## config.mk

```make
export PLATFORM = sky130hd
export DESIGN_NAME = store_commit_queue
export DESIGN_NICKNAME = d
export VERILOG_FILES = /design/src/rtl/ariane_pkg.sv /design/src/rtl/std_cache_pkg.sv /design/src/rtl/store_commit_queue.sv
export SDC_FILE = /design/constraint.sdc
export NUM_CORES = 1
export LEC_CHECK = 0
export ABC_CLOCK_PERIOD_IN_PS = 32299
export BUFFER_PORTS_ARGS = -buffer_cell sky130_fd_sc_hd__buf_2
export CAP_MARGIN = 10
export CORE_MARGIN = 3
export CORE_UTILIZATION = 51
export CTS_CLUSTER_SIZE = 24
export DETAILED_ROUTE_END_ITERATION = 8
export GPL_ROUTABILITY_DRIVEN = 0
export PLACE_DENSITY = 0.86
export SLEW_MARGIN = 20
export SYNTH_ARGS = -nofsm -noshare
export SYNTH_HDL_FRONTEND = slang
export SYNTH_SLANG_ARGS = --single-unit
export TNS_END_PERCENT = 10
```

## constraint.sdc

```tcl
create_clock -name clk_i -period 32.3 [get_ports clk_i]
set_clock_uncertainty 0.05 [all_clocks]
set_input_delay 4.845 -clock clk_i [delete_from_list [all_inputs] [get_ports clk_i]]
set_output_delay 4.845 -clock clk_i [all_outputs]
set_load 0.01 [all_outputs]
```

## src/rtl/ariane_pkg.sv

```systemverilog
// Shared core types: the dcache request/response pair used by the store path.
package ariane_pkg;

   typedef struct packed {
      logic [11:0] address_index;
      logic [43:0] address_tag;
      logic [63:0] data_wdata;
      logic        data_req;
      logic        data_we;
      logic [7:0]  data_be;
      logic [1:0]  data_size;
      logic        kill_req;
      logic        tag_valid;
   } dcache_req_i_t;

   typedef struct packed {
      logic        data_gnt;
      logic        data_rvalid;
      logic [63:0] data_rdata;
   } dcache_req_o_t;

endpackage

```

## src/rtl/std_cache_pkg.sv

```systemverilog
// Store-queue entry layout and default depth for the standard cache subsystem.
package std_cache_pkg;

   localparam int unsigned DEFAULT_SQ_DEPTH = 4;

   typedef struct packed {
      logic [55:0] paddr;
      logic [63:0] data;
      logic [7:0]  be;
      logic [1:0]  size;
   } sq_entry_t;

endpackage

```

## src/rtl/store_commit_queue.sv

```systemverilog
// Store queue holding speculative and committed stores; committed stores drain
// oldest-first to the dcache through a request phase followed by a one-cycle tag phase.
module store_commit_queue
   import ariane_pkg::*;
   import std_cache_pkg::*;
#(
   parameter int unsigned DEPTH = DEFAULT_SQ_DEPTH
) (
   input  logic          clk_i,
   input  logic          rst_i,
   input  logic          flush_i,
   input  logic          valid_i,
   input  logic [55:0]   paddr_i,
   input  logic [63:0]   data_i,
   input  logic [7:0]    be_i,
   input  logic [1:0]    data_size_i,
   output logic          ready_o,
   input  logic          commit_i,
   output logic          empty_o,
   input  logic [11:0]   page_offset_i,
   output logic          page_offset_matches_o,
   output dcache_req_i_t req_port_o,
   input  dcache_req_o_t req_port_i,
   output logic [1:0]    drain_state_o
);

   localparam int unsigned PW = $clog2(DEPTH);
   localparam logic [PW:0] DEPTH_C = (PW+1)'(DEPTH);

   localparam logic [1:0] IDLE = 2'd0;
   localparam logic [1:0] REQ  = 2'd1;
   localparam logic [1:0] TAG  = 2'd2;

   sq_entry_t     mem [DEPTH];
   logic [PW-1:0] read_ptr, commit_ptr, write_ptr;
   logic [PW-1:0] commit_ptr_d;
   logic [PW:0]   commit_cnt, spec_cnt, commit_cnt_d, occupancy;
   logic [1:0]    state_q, state_d;
   logic          push, commit, pop;
   sq_entry_t     head;
   logic          unused_rsp;

   assign occupancy    = commit_cnt + spec_cnt;
   assign ready_o      = occupancy < DEPTH_C;
   assign push         = valid_i && ready_o && !flush_i;
   assign commit       = commit_i && (spec_cnt != '0);
   assign pop          = (state_q == TAG);
   assign commit_ptr_d = commit_ptr + PW'(commit);
   assign commit_cnt_d = commit_cnt + (PW+1)'(commit) - (PW+1)'(pop);
   assign head         = mem[read_ptr];
   assign empty_o      = (commit_cnt == '0) && (spec_cnt == '0) && (state_q == IDLE);
   assign drain_state_o = state_q;
   assign unused_rsp   = ^{req_port_i.data_rvalid, req_port_i.data_rdata, page_offset_i[2:0]};

   always_ff @(posedge clk_i) begin
      if (push) mem[write_ptr] <= '{paddr: paddr_i, data: data_i, be: be_i, size: data_size_i};
   end

   // Flush rewinds the write pointer to the commit boundary after any same-cycle commit.
   always_ff @(posedge clk_i) begin
      if (rst_i) begin
         read_ptr   <= '0;
         commit_ptr <= '0;
         write_ptr  <= '0;
         commit_cnt <= '0;
         spec_cnt   <= '0;
         state_q    <= IDLE;
      end else begin
         read_ptr   <= read_ptr + PW'(pop);
         commit_ptr <= commit_ptr_d;
         commit_cnt <= commit_cnt_d;
         state_q    <= state_d;
         if (flush_i) begin
            write_ptr <= commit_ptr_d;
            spec_cnt  <= '0;
         end else begin
            write_ptr <= write_ptr + PW'(push);
            spec_cnt  <= spec_cnt + (PW+1)'(push) - (PW+1)'(commit);
         end
      end
   end

   always_comb begin
      state_d = state_q;
      case (state_q)
         IDLE:    if (commit_cnt_d != '0) state_d = REQ;
         REQ:     if (req_port_i.data_gnt) state_d = TAG;
         TAG:     state_d = (commit_cnt_d != '0) ? REQ : IDLE;
         default: state_d = IDLE;
      endcase
   end

   always_comb begin
      req_port_o               = '0;
      req_port_o.address_index = head.paddr[11:0];
      req_port_o.address_tag   = head.paddr[55:12];
      req_port_o.data_wdata    = head.data;
      req_port_o.data_be       = head.be;
      req_port_o.data_size     = head.size;
      req_port_o.data_req      = (state_q == REQ);
      req_port_o.data_we       = (state_q == REQ);
      req_port_o.kill_req      = 1'b0;
      req_port_o.tag_valid     = (state_q == TAG);
   end

   // Occupied slots are the run of occupancy entries starting at read_ptr.
   always_comb begin
      page_offset_matches_o = 1'b0;
      for (int i = 0; i < DEPTH; i++) begin
         if ({1'b0, PW'(i) - read_ptr} < occupancy &&
             mem[i].paddr[11:3] == page_offset_i[11:3])
            page_offset_matches_o = 1'b1;
      end
   end

endmodule

```

Yosys cells after proc, flatten, opt, wreduce, memory -nomap -nowiden:

Memories as Yosys holds them, arrays and structs flattened. A register that Yosys moved wholly into a read port is not among the register bits.
Index checks and enable logic that the tools add are counted.
Widths: inputs -> output; s select.

* add/sub/neg operators: 12
* $mul: 0
* div/mod/pow operators: 0
* magnitude comparators: 5
* equality and inequality tests: 8
* shifts and indexed selects: 0
* mux-type cells: 12
* bitwise logic cells: 0
* reduce and logical (&&, ||, !) cells: 17

Operator list (count)
* $eq 9x9->1: 4
* $lt 2x3->1: 4
* $logic_and 1x1->1: 9
* $mux 2: 4
* $mux 1: 7
* $add 2x1->2: 3
* $add 3x1->3: 2
* $logic_not 3->1: 2
* $pmux 2 s3: 1
* $reduce_bool 3->1: 2
* $sub 3x1->3: 2
* $ne 2x1->1 const B: 2
* $sub 1x2->2 const A: 2
* $sub 2x2->2 const A: 2
* $add 3x3->3: 1
* $lt 3x3->1 const B: 1
* $eq 2x1->1 const B: 1
* $eq 2x2->1 const B: 1
* $logic_not 2->1: 1
* $reduce_and 2->1: 1
* $reduce_or 2->1: 1
* $logic_not 1->1: 1

* register bits after elaboration: 14
* bits in latches: 0
* memory bits (writable): 520
* ROM bits: 0
* bits of input ports: 213
* output and inout port bits: 139
* memories kept: 1

Memories
* mem: words 4, bits a word 130, rd ports 5, clocked after memory_dff 1, wr ports 1, line store_commit_queue.sv:34 `sq_entry_t mem [DEPTH];`

Logic depth before layout (Yosys ltp):

Gate-level depths: netlist of run 1.

* depth after elaboration: 7
* mapped depth: 14
* gate-level depth less buffers: 14

Worst setup path after synthesis of run 1:

No wires, ideal clock.

* kind: input -> register
* start: in flush_i
* end: mem mem[0][0] (netlist name), enable pin
* arrival time: 13.959 ns
* setup slack: 17.512 ns
* stages: 3
* buffers on the path: 1
* path through: clkbuf_1 > nand3b_4 > nor3_1

* word-level cells in the longest chain between the ends: 4

Ends and longest elaborated chain
* start, declared: line store_commit_queue.sv:11 `input logic flush_i,`
* $logic_not 1->1: line store_commit_queue.sv:45 `assign push = valid_i && ready_o && !flush_i;`
* $logic_and 1x1->1: line store_commit_queue.sv:45
* $mux 1: line store_commit_queue.sv:56 `if (push) mem[write_ptr] <= '{paddr: paddr_i, data: data_i, be: be_i, size: data_size_i};`
* $mux 1 (not written as such): line store_commit_queue.sv:56
* end, declared: line store_commit_queue.sv:34

No other way between the ends.

Worst setup path in the final report of run 1:

* start: in page_offset_i[10]
* end: out page_offset_matches_o

* word-level cells in the longest chain between the ends: 6

Ends and longest elaborated chain
* start, declared: line store_commit_queue.sv:20 `input logic [11:0] page_offset_i,`
* $eq 9x9->1: line store_commit_queue.sv:111 `mem[i].paddr[11:3] == page_offset_i[11:3])`
* $logic_and 1x1->1: line store_commit_queue.sv:110 `if ({1'b0, PW'(i) - read_ptr} < occupancy &&`
* $mux 1 (3 in series): line store_commit_queue.sv:110
* $mux 1 *: line store_commit_queue.sv:110
* end, declared: line store_commit_queue.sv:21 `output logic page_offset_matches_o,`

Every way passes the cells marked *; elsewhere a longest branch is shown, timed or not.

==> flow_summary.yaml, run 1 <==
hold_path:
  min_to: "commit_ptr[1]"
  hp-class: "register to register"
  whs_path_depth: 2
  worstHoldStart: "commit_ptr[1]"
layout:
  multi_input_area_um2: 3910
  drive_above_1_share_pct: 42.7
  register_area_um2: 15900
  num-fill-cells: 2666
  area_growth_pct: 17.8
  fin_util_pct: 61.1
  finalNetCount: 1372
timing:
  relSlewSlack_pct: 37.5
  hold_viol_final: 0
  rsz0062_at_grt: "false"
  timing.fmax_mhz: 91.7
  maxSlewViolCount: 0
  finalSetupViolCount: 0
  tns_ns: 0
  post-route-min-period_ns: 10.91
  min_period_over_period_pct: 33.8
  worst_slew_pin_slew_ns: 0.938
setup_path:
  timing.rr.start: "commit_cnt[0]"
  rr_endpoint: "mem[3][58]"
  cp-end-kind: "primary output"
  critical_path_class: "input port to primary output"
  worst-path-max-fanout: 4
  start_kind: "input port"
  cp.required_ns: 27.40
  r2r_slack_ns: 28.86
  rr_worst_depth: 9
  cp.arrival_ns: 6.01
yosys:
  netlist_instances: 835
  synth_warnings: 0
  syn_area_per_cell_um2: 24.1
  ys_ff_latch: 534
  synth_cell_types: 35
  netlist_area_um2: 20100
  syn_nets: 1064
  ys_seq_area_share_pct: 79.1
run:
  cap_violations: 0
clock_network:
  ctsLongestPathBuffers: 3
  root_buffer: "clkbuf_16"
  cts_setup_buffers: 0
  postCtsHoldBufs: 0
  cts_buffers: 53
  ctsHtreeMaxLevel: 2
  clk_pin_slew_ns: 0.06
  clock_sinks: 534
  clock_latency_ns: 0.58
  cts_resized: 0
  cts_tree: "built"
pwr:
  power.density_nw_per_um2: 65.4
  cellLeakagePower_nw: 7.91
  pwr-share-seq_pct: 52.2
  p_int_mw: 1.20
  vdd_drop_max_uv: 50.9
  switching_share_pct: 22.1
  p_switching_uw: 343
  pwr-share-clk_pct: 37.4
  pwr-share-comb_pct: 10.4
detailed_routing:
  drtIter0Drc: 728
  drc_errors: 0
  routedWlPerCell_um: 23.6
  ant_nets: 0
  drt_wl_total_um: 40000
  firstDrtPassIters: 5
  vias: 9411
  via_per_inst: 5.54
floorplanning:
  initial_core_util_pct: 51.8
  ios: 352
  coreArea_um2: 38700
  die_area_um2: 41800
  row_count: 72
  die_w_um: 204
  die_height_um: 204
global_routing:
  overflow: 0
  grt_max_degree: 131
  grt_pass1_wl_um: 60200
  grt_pass1_vias: 10100
  antenna_found_initial: 10
  grtUsageTotal_pct: 19.4
placement:
  port_buffers: 282
  hpwl_um: 23900
run_status:
  status: "finished, final reports clean"
[sequential cells by signal (all words and copies together), names as in the netlist]
signal,flops
read_ptr,2
mem,520
write_ptr,2
drain_state_o,2
commit_ptr,2
commit_cnt,3
spec_cnt,3
[synth_stat cells]
master / number / share of area [%]
edfxtp_1: 520 / 78
mux4_2: 130 / 15
xnor2_1: 33 / 1.4
buf_2: 17 / 0.42
dfxtp_1: 14 / 1.4
clkbuf_1: 13 / 0.24
ha_1: 13 / 0.81
xor2_1: 11 / 0.48
inv_1: 9 / 0.17
buf_6: 8 / 0.45
nor2_1: 7 / 0.13
nand4_1: 6 / 0.19
nor2b_1: 6 / 0.19
nor3_1: 5 / 0.12
a21oi_1: 4 / 0.10
buf_4: 4 / 0.15
nand2_1: 4 / 0.075
nor4_1: 4 / 0.12
o21ai_0: 4 / 0.10
fa_1: 3 / 0.30
nand3_1: 3 / 0.075
a211oi_1: 2 / 0.075
inv_2: 2 / 0.037
xnor2_2: 2 / 0.16
and3_1: 1 / 0.031
and3b_1: 1 / 0.044
buf_1: 1 / 0.019
conb_1: 1 / 0.019
mux2i_1: 1 / 0.050
nand2b_1: 1 / 0.031
nand3b_4: 1 / 0.10
nor3b_1: 1 / 0.037
o21a_1: 1 / 0.037
or3_1: 1 / 0.031
or4_1: 1 / 0.037
[worst max-delay path, cell delays in order]
cell     delay, ns
buf_2         0.14
xnor2_1       0.19
nand4_1       0.13
nor4_1        0.29
o21ai_0       0.16
nand4_1       0.12
buf_2         0.14
[cells by family after synthesis]
logic type | after synthesis | share of synthesized area [%]
DFF | 534 | 79.1
adders and majority gates | 16 | 1.11
muxes | 131 | 14.6
AOI/OAI and AO/OA | 11 | 0.312
xor gates and xnor gates | 46 | 2.08
and+or+nand+nor | 42 | 1.21
buffers and inverters | 54 | 1.49
other | 1 | 0.0187
[layer usage]
metal | vias up | global-route usage (%) | wire length [µm]
met5 | - | 0 | 118
met4 | 18 | 7.25 | 1280
met3 | 101 | 6.35 | 3470
met2 | 345 | 31.8 | 20200
met1 | 4836 | 24.4 | 14900
li1 | 4111 | - | -
[area by class of cell]
cell class              instances  area share (%)
repair buffers                296            6.46
inverters                      11           0.174
clock inverters                24           0.978
well taps                     518            2.74
clock buffers                  65            5.88
multi-input cells             247            16.5
flip-flops and latches        534            67.2
diodes                          3          0.0317
[worst max-delay path by stage]
stage / slack (ns) / depth (start not counted) / from / to
finish: 21.39 / 7 / page_offset_i[10] / page_offset_matches_o
floorplan: 17.51 / 3 / flush_i / mem[0][0]
global route: 21.32 / 7 / page_offset_i[3] / page_offset_matches_o
global placement: 21.44 / 7 / page_offset_i[3] / page_offset_matches_o
CTS: 21.41 / 7 / page_offset_i[10] / page_offset_matches_o
detailed placement: 21.41 / 7 / page_offset_i[10] / page_offset_matches_o
[power by group through the flow]
| stage | clock network [mW] | logic, mW | registers [mW] |
|---|---|---|---|
| floorplan | 0 | 0.101 | 0.827 |
| global placement | 0 | 0.159 | 0.820 |
| detailed placement | 0 | 0.163 | 0.823 |
| CTS | 0.593 | 0.164 | 0.809 |
| global route | 0.618 | 0.175 | 0.811 |
| finish | 0.579 | 0.161 | 0.808 |
[cell usage in the layout (no fill, tap or decap), drive strengths merged, types with 4 or more instances in the layout]
cell type | synthesis | final
ha | 13 | 13
bufinv | 0 | 4
o21ai | 4 | 4
xnor2 | 35 | 35
dfxtp | 14 | 14
mux4 | 130 | 130
buf | 30 | 296
clkbuf | 13 | 65
nand2 | 4 | 4
clkinv | 0 | 19
a21oi | 4 | 4
nor2 | 7 | 7
nor4 | 4 | 4
nand4 | 6 | 6
nor3 | 5 | 5
inv | 11 | 12
xor2 | 11 | 11
nor2b | 6 | 6
edfxtp | 520 | 520
[metrics by stage]
stage	worst slack, ns	cell area (µm²)	hold WS [ns]	power (mW)	cells
after CTS	21.41	23700	0.491	1.57	1695
after floorplan	17.51	20100	0.422	0.928	835
after global placement	21.44	22000	0.443	0.979	1606
final	21.39	23700	0.481	1.55	1698
after detailed placement	21.41	22000	0.475	0.985	1606
after global routing	21.32	23700	0.528	1.60	1696
(Power assumes the default switching activity.)
==> run 2, diff against run 1 <==
Settings changed: ABC_AREA set to 1, ABC_CLOCK_PERIOD_IN_PS 32299 to 10460.
Clock period 32.3 ns to 10.46 ns, I/O delays scaled along.
==> run 2 against run 1 <==
Against the previous run: total power rose to 3.1 times the previous value; clock power rose to 3.3 times the previous value; largest power group unchanged; via count rose by 32%; non-clock buffer count rose by 1; highest routed layer unchanged; count of clock-buffer cells in the layout fell by 5; global-route usage rose by 1.7 points; first-iteration DRC count rose by 49%; die area rose by 0.55%; utilization rose by 0.10 points.
==> flow_summary.yaml, run 2 <==
hold_path:
  hp-class: "register to register"
detailed_routing:
  drc_errors: 0
  via_per_inst: 5.72
  drtIter0Drc: 1084
  ant_nets: 0
  routedWlPerCell_um: 20.9
  firstDrtPassIters: 5
  drt_wl_total_um: 45400
  vias: 12400
timing:
  post-route-min-period_ns: 5.57
  rsz0062_at_grt: "false"
  worst_slew_pin_slew_ns: 1.04
  min_period_over_period_pct: 53.2
  setup_slack_ns: 4.89
  timing.fmax_mhz: 180
  finalSetupViolCount: 0
  relSlewSlack_pct: 30.6
  maxSlewViolCount: 0
  hold_viol_final: 0
layout:
  area_growth_pct: 17.9
  top_regs: "mem (520), commit_cnt (3), spec_cnt (3)"
  final_cell_mix: "edfxtp_1 (520), buf_2 (282), nand3_1 (266), nand2_1 (184), a22oi_1 (128)"
  drive_above_1_share_pct: 23.3
  num-fill-cells: 2753
  final_common_cell: "edfxtp_1"
  fin_util_pct: 61.2
  largest_reg_flops: 520
  finalNetCount: 1839
  largest_register: "mem"
  fin_area_um2: 23800
setup_path:
  cpLargestDelayFamily: "buffers and inverters"
  cp.arrival_ns: 3.95
  critPathMostFrequentCell: "buf_4"
  cp.required_ns: 8.84
  crit_chain: "inv_2 > nor2_4 > buf_4 > buf_4 > nand2_1 > nand4_1 > buf_2"
  worst-path-max-fanout: 75
  cp_slowest_stage_delay_ns: 0.98
  cpMaxStageDelayCell: "dfxtp_4"
  crit_buf_inv: 4
  critical_path_class: "register to primary output"
  start_kind: "register"
  cp-end-kind: "primary output"
yosys:
  netlist_instances: 1341
  post-synth-top-count-cell: "edfxtp_1"
  synth_top_area_share_pct: 77.3
  syn_nets: 1570
  synth_cell_types: 29
  ys_async_sr_fraction_pct: 0
  ys_seq_area_share_pct: 78.7
  synth_flop_cell: "edfxtp_1"
  ys_top_cells_by_area: "edfxtp_1 (77%), nand3_1 (6.6%), a22oi_1 (4.8%), nand2_1 (3.4%), dfxtp_1 (1.4%)"
  synth_warnings: 0
  synth_edf_count: 520
  ys_ff_latch: 534
  yosysTopAreaCell: "edfxtp_1"
  ys_top_cells_by_count: "edfxtp_1 (520), nand3_1 (266), nand2_1 (184), a22oi_1 (128), inv_1 (42)"
  netlist_area_um2: 20200
  syn_area_per_cell_um2: 15.1
run_status:
  status: "finished, final reports clean"
global_routing:
  grtUsageTotal_pct: 21.1
  grt_pass1_wl_um: 68200
  grt_max_degree: 131
  antenna_found_initial: 14
  overflow: 0
  grt_pass1_vias: 12600
floorplanning:
  die_area_um2: 42000
  initial_core_util_pct: 51.9
  row_count: 72
  die_w_um: 205
  coreArea_um2: 38900
  ios: 352
  die_height_um: 205
clock_network:
  clk_pin_slew_ns: 0.06
  cts_buffers: 51
  ctsHtreeMaxLevel: 2
  root_buffer: "clkbuf_16"
  cts_tree: "built"
  cts_resized: 0
  clock_sinks: 534
  ctsLongestPathBuffers: 3
  postCtsHoldBufs: 0
  clock_latency_ns: 0.57
  cts_setup_buffers: 0
placement:
  port_buffers: 282
  place_area_um2: 22100
  pre_cts_slack_ns: 5.50
  hpwl_um: 25200
run:
  cap_violations: 0
pwr:
  cellLeakagePower_nw: 8.35
  vdd_drop_max_uv: 171
  power.density_nw_per_um2: 204
  total_power_mw: 4.87
==> run 2: cell count changes after synthesis, sizes merged, moves of 21 or more <==
cell,delta
mux4,-130
nand2,+180
a22oi,+128
nand3,+263
clkbuf,+23
nor2,+21
inv,+33
==> run 2: where the power goes <==
| part | switching (mW) | internal [mW] | total, mW |
|---|---|---|---|
| Combinational | 0.333 | 0.175 | 0.509 |
| Sequential | 0.0298 | 2.44 | 2.47 |
| Clock | 0.762 | 1.12 | 1.89 |
| Total | 1.13 | 3.74 | 4.87 |
==> run 2: area by class of cell <==
| type | count | area [µm²] | share of cell area [%] |
|---|---|---|---|
| antenna | 8 | 20.0 | 0.0841 |
| inverter | 44 | 168 | 0.704 |
| clock buffer | 60 | 1350 | 5.68 |
| multi-input combinational | 682 | 3800 | 16.0 |
| clock inverter | 31 | 387 | 1.62 |
| timing repair buffer | 297 | 1540 | 6.45 |
| tap | 518 | 648 | 2.72 |
| sequential | 534 | 15900 | 66.8 |
==> run 2: path summary, 6_finish.rpt <==
kind,end,startpoint,slack (ns),cells past startpoint
setup reg to reg,mem[1][59],commit_cnt[0],6.77,7
setup / recovery,req_port_o[118],read_ptr[1],4.89,7
hold / removal,drain_state_o[1],drain_state_o[1],0.42,1
hold reg to reg,drain_state_o[1],drain_state_o[1],0.42,1
==> run 2: kinds of logic after synthesis <==
kind of cell | after synthesis | synth area share, %
DFF | 534 | 78.7
xor gates and xnor gates | 35 | 1.52
adders and majority gates | 16 | 1.10
other | 1 | 0.0186
and+or+nand+nor | 490 | 10.9
AOI/OAI and AO/OA | 140 | 5.14
buffers and inverters | 125 | 2.65
==> run 2: metrics by stage <==
step | std cells | TNS (ns) | hold WS [ns]
global route | 2172 | 0 | 0.454
global placement | 2075 | 0 | 0.404
finish | 2174 | 0 | 0.424
detailed placement | 2075 | 0 | 0.419
floorplan | 1341 | -519.69 | 0.437
CTS | 2166 | 0 | 0.423
==> run 2: routing by layer <==
metal,vias to the layer above,wire [µm],track usage [%]
met5,-,90,0
met4,16,1370,9.10
met3,108,3950,5.28
met2,567,23200,36.2
met1,6146,16700,25.4
li1,5600,-,-
==> run 3, diff against run 2 <==
Settings changed: ABC_AREA 1 to 0, ABC_CLOCK_PERIOD_IN_PS 10460 to 5300.
Clock period 10.46 ns to 5.3 ns, I/O delays scaled along.
==> run 3 against run 2 <==
Against the previous run: wire length fell by 13%; die area shrank 0.55%; register-to-register slack worse by 4.8 ns; clock power rose by 90%; flip-flop and latch count unchanged; sequential share of layout area up 0.070 points; via count shrank 24%; design area down 0.10%; total power grew 96%; combinational power grew 92%; global-route usage shrank 1.8 points.
==> flow_summary.yaml, run 3 (synthesis gave the netlist of run 1 again) <==
run_status:
  status: "finished, final reports clean"
pwr:
  switching_share_pct: 22.6
  pwr-share-clk_pct: 37.9
  cellLeakagePower_nw: 7.94
  vdd_drop_max_uv: 370
  p_int_mw: 7.37
  power.density_nw_per_um2: 400
  pwr-share-comb_pct: 10.3
  p_switching_mw: 2.15
  pwr-share-seq_pct: 51.9
setup_path:
  start_kind: "register"
  worst-path-max-fanout: 34
  cp.required_ns: 4.45
  cp.arrival_ns: 2.78
  cp-end-kind: "primary output"
  rr_endpoint: "mem[1][30]"
  rr_worst_depth: 10
  critical_path_class: "register to primary output"
  r2r_slack_ns: 2.01
  timing.rr.start: "commit_cnt[0]"
timing:
  rsz0062_at_grt: "false"
  min_period_over_period_pct: 68.5
  whs_ns: 0.365
  timing.fmax_mhz: 276
  finalSetupViolCount: 0
  maxSlewViolCount: 0
  worst_slew_pin_slew_ns: 0.776
  post-route-min-period_ns: 3.63
  hold_viol_final: 0
  relSlewSlack_pct: 48.3
detailed_routing:
  drtIter0Drc: 669
  drc_errors: 0
  drt_wl_total_um: 39600
  vias: 9469
  ant_nets: 0
  firstDrtPassIters: 5
  routedWlPerCell_um: 23.3
  via_per_inst: 5.56
global_routing:
  grt-busiest-layer: "met2"
  grt_max_degree: 91
  overflow: 0
  grtUsageMet3_pct: 7.02
  grtUsageTotal_pct: 19.3
  grt_pass1_wl_um: 60500
  use_met2_pct: 31.9
  grt_pass1_vias: 9969
  antenna_found_initial: 7
  use_met1_pct: 24.5
clock_network:
  ctsHtreeMaxLevel: 2
  cts_tree: "built"
  postCtsHoldBufs: 0
  root_buffer: "clkbuf_16"
  cts_resized: 0
  cts_setup_buffers: 0
  cts_buffers: 52
  ctsLongestPathBuffers: 3
  clock_sinks: 534
  clk_pin_slew_ns: 0.07
  clock_latency_ns: 0.58
layout:
  final_cell_mix: "edfxtp_1 (520), buf_2 (282), mux4_2 (130), clkbuf_16 (53), xnor2_1 (33)"
  drive_above_1_share_pct: 43.5
  area_growth_pct: 18.5
  final_common_cell: "edfxtp_1"
  num-fill-cells: 2661
  largest_register: "mem"
  largest_reg_flops: 520
  top_regs: "mem (520), commit_cnt (3), spec_cnt (3)"
  finalNetCount: 1369
  fin_util_pct: 61.4
hold_path:
  whs_path_depth: 1
  worstHoldStart: "data_i[41]"
  min_to: "mem[1][51]"
  hp-class: "input port to register"
floorplanning:
  die_w_um: 204
  ios: 352
  row_count: 72
  initial_core_util_pct: 51.8
  die_height_um: 204
  coreArea_um2: 38700
  die_area_um2: 41800
placement:
  hpwl_um: 23800
  port_buffers: 282
run:
  cap_violations: 0
[run 3: cell count changes in the layout (fill, tap and decap cells not counted), moves of 7 or more]
cell	delta
buf_4	-8
a22oi_1	-128
nand3_1	-263
nand2_1	-180
clkinv_2	+7
nor2_1	-21
inv_1	-33
mux4_2	+130
[run 3: layout make-up]
cell class	count	area, µm²	area share, %
sequential	534	15900	66.8
multi-input combinational	247	3920	16.5
timing repair buffer	294	1580	6.63
clock buffer	64	1380	5.79
tap	518	648	2.72
clock inverter	33	319	1.34
inverter	11	41.3	0.174
antenna	2	5.00	0.0210
[run 3: metrics by stage]
stage	worst slack, ns	total power [mW]	instance area, µm²	setup TNS [ns]	std cells
2_1_floorplan	-0.144	5.62	20100	-37.27	835
3_3_place_gp	1.97	5.97	22100	0	1604
3_5_place_dp	1.92	6.02	22100	0	1604
4_1_cts	1.52	9.63	23800	0	1701
5_1_grt	1.40	9.87	23800	0	1702
6_report	1.67	9.52	23800	0	1703
[run 3: how the worst max path moves through the flow]
| stage | startpoint | to | slack [ns] | cells past startpoint |
|---|---|---|---|---|
| after floorplan | commit_cnt[0] | mem[2][0] | -0.14 | 9 |
| after global placement | commit_cnt[0] | mem[1][33] | 1.97 | 10 |
| after detailed placement | commit_cnt[0] | mem[1][39] | 1.92 | 10 |
| after CTS | read_ptr[0] | req_port_o[118] | 1.52 | 3 |
| after global routing | read_ptr[0] | req_port_o[113] | 1.40 | 3 |
| final | read_ptr[0] | req_port_o[118] | 1.67 | 3 |
[run 3: routing by layer]
layer,part of all wire (%),vias up
li1,-,4115
met1,37,4882
met2,51,381
met3,9.6,81
met4,2.3,10
met5,0.18,-
[run 3: worst max-delay path, stage by stage (launching register included)]
cell and delay (ns):
dfxtp_4 0.79, buf_4 0.62, mux4_2 0.60, buf_2 0.16
[run 3: power by group through the flow]
stage | clock network (mW) | logic (mW) | registers (mW)
after floorplan | 0 | 0.617 | 5.00
after global placement | 0 | 0.966 | 5.01
after detailed placement | 0 | 0.989 | 5.03
after CTS | 3.69 | 0.999 | 4.94
after global routing | 3.85 | 1.06 | 4.95
final | 3.60 | 0.978 | 4.94
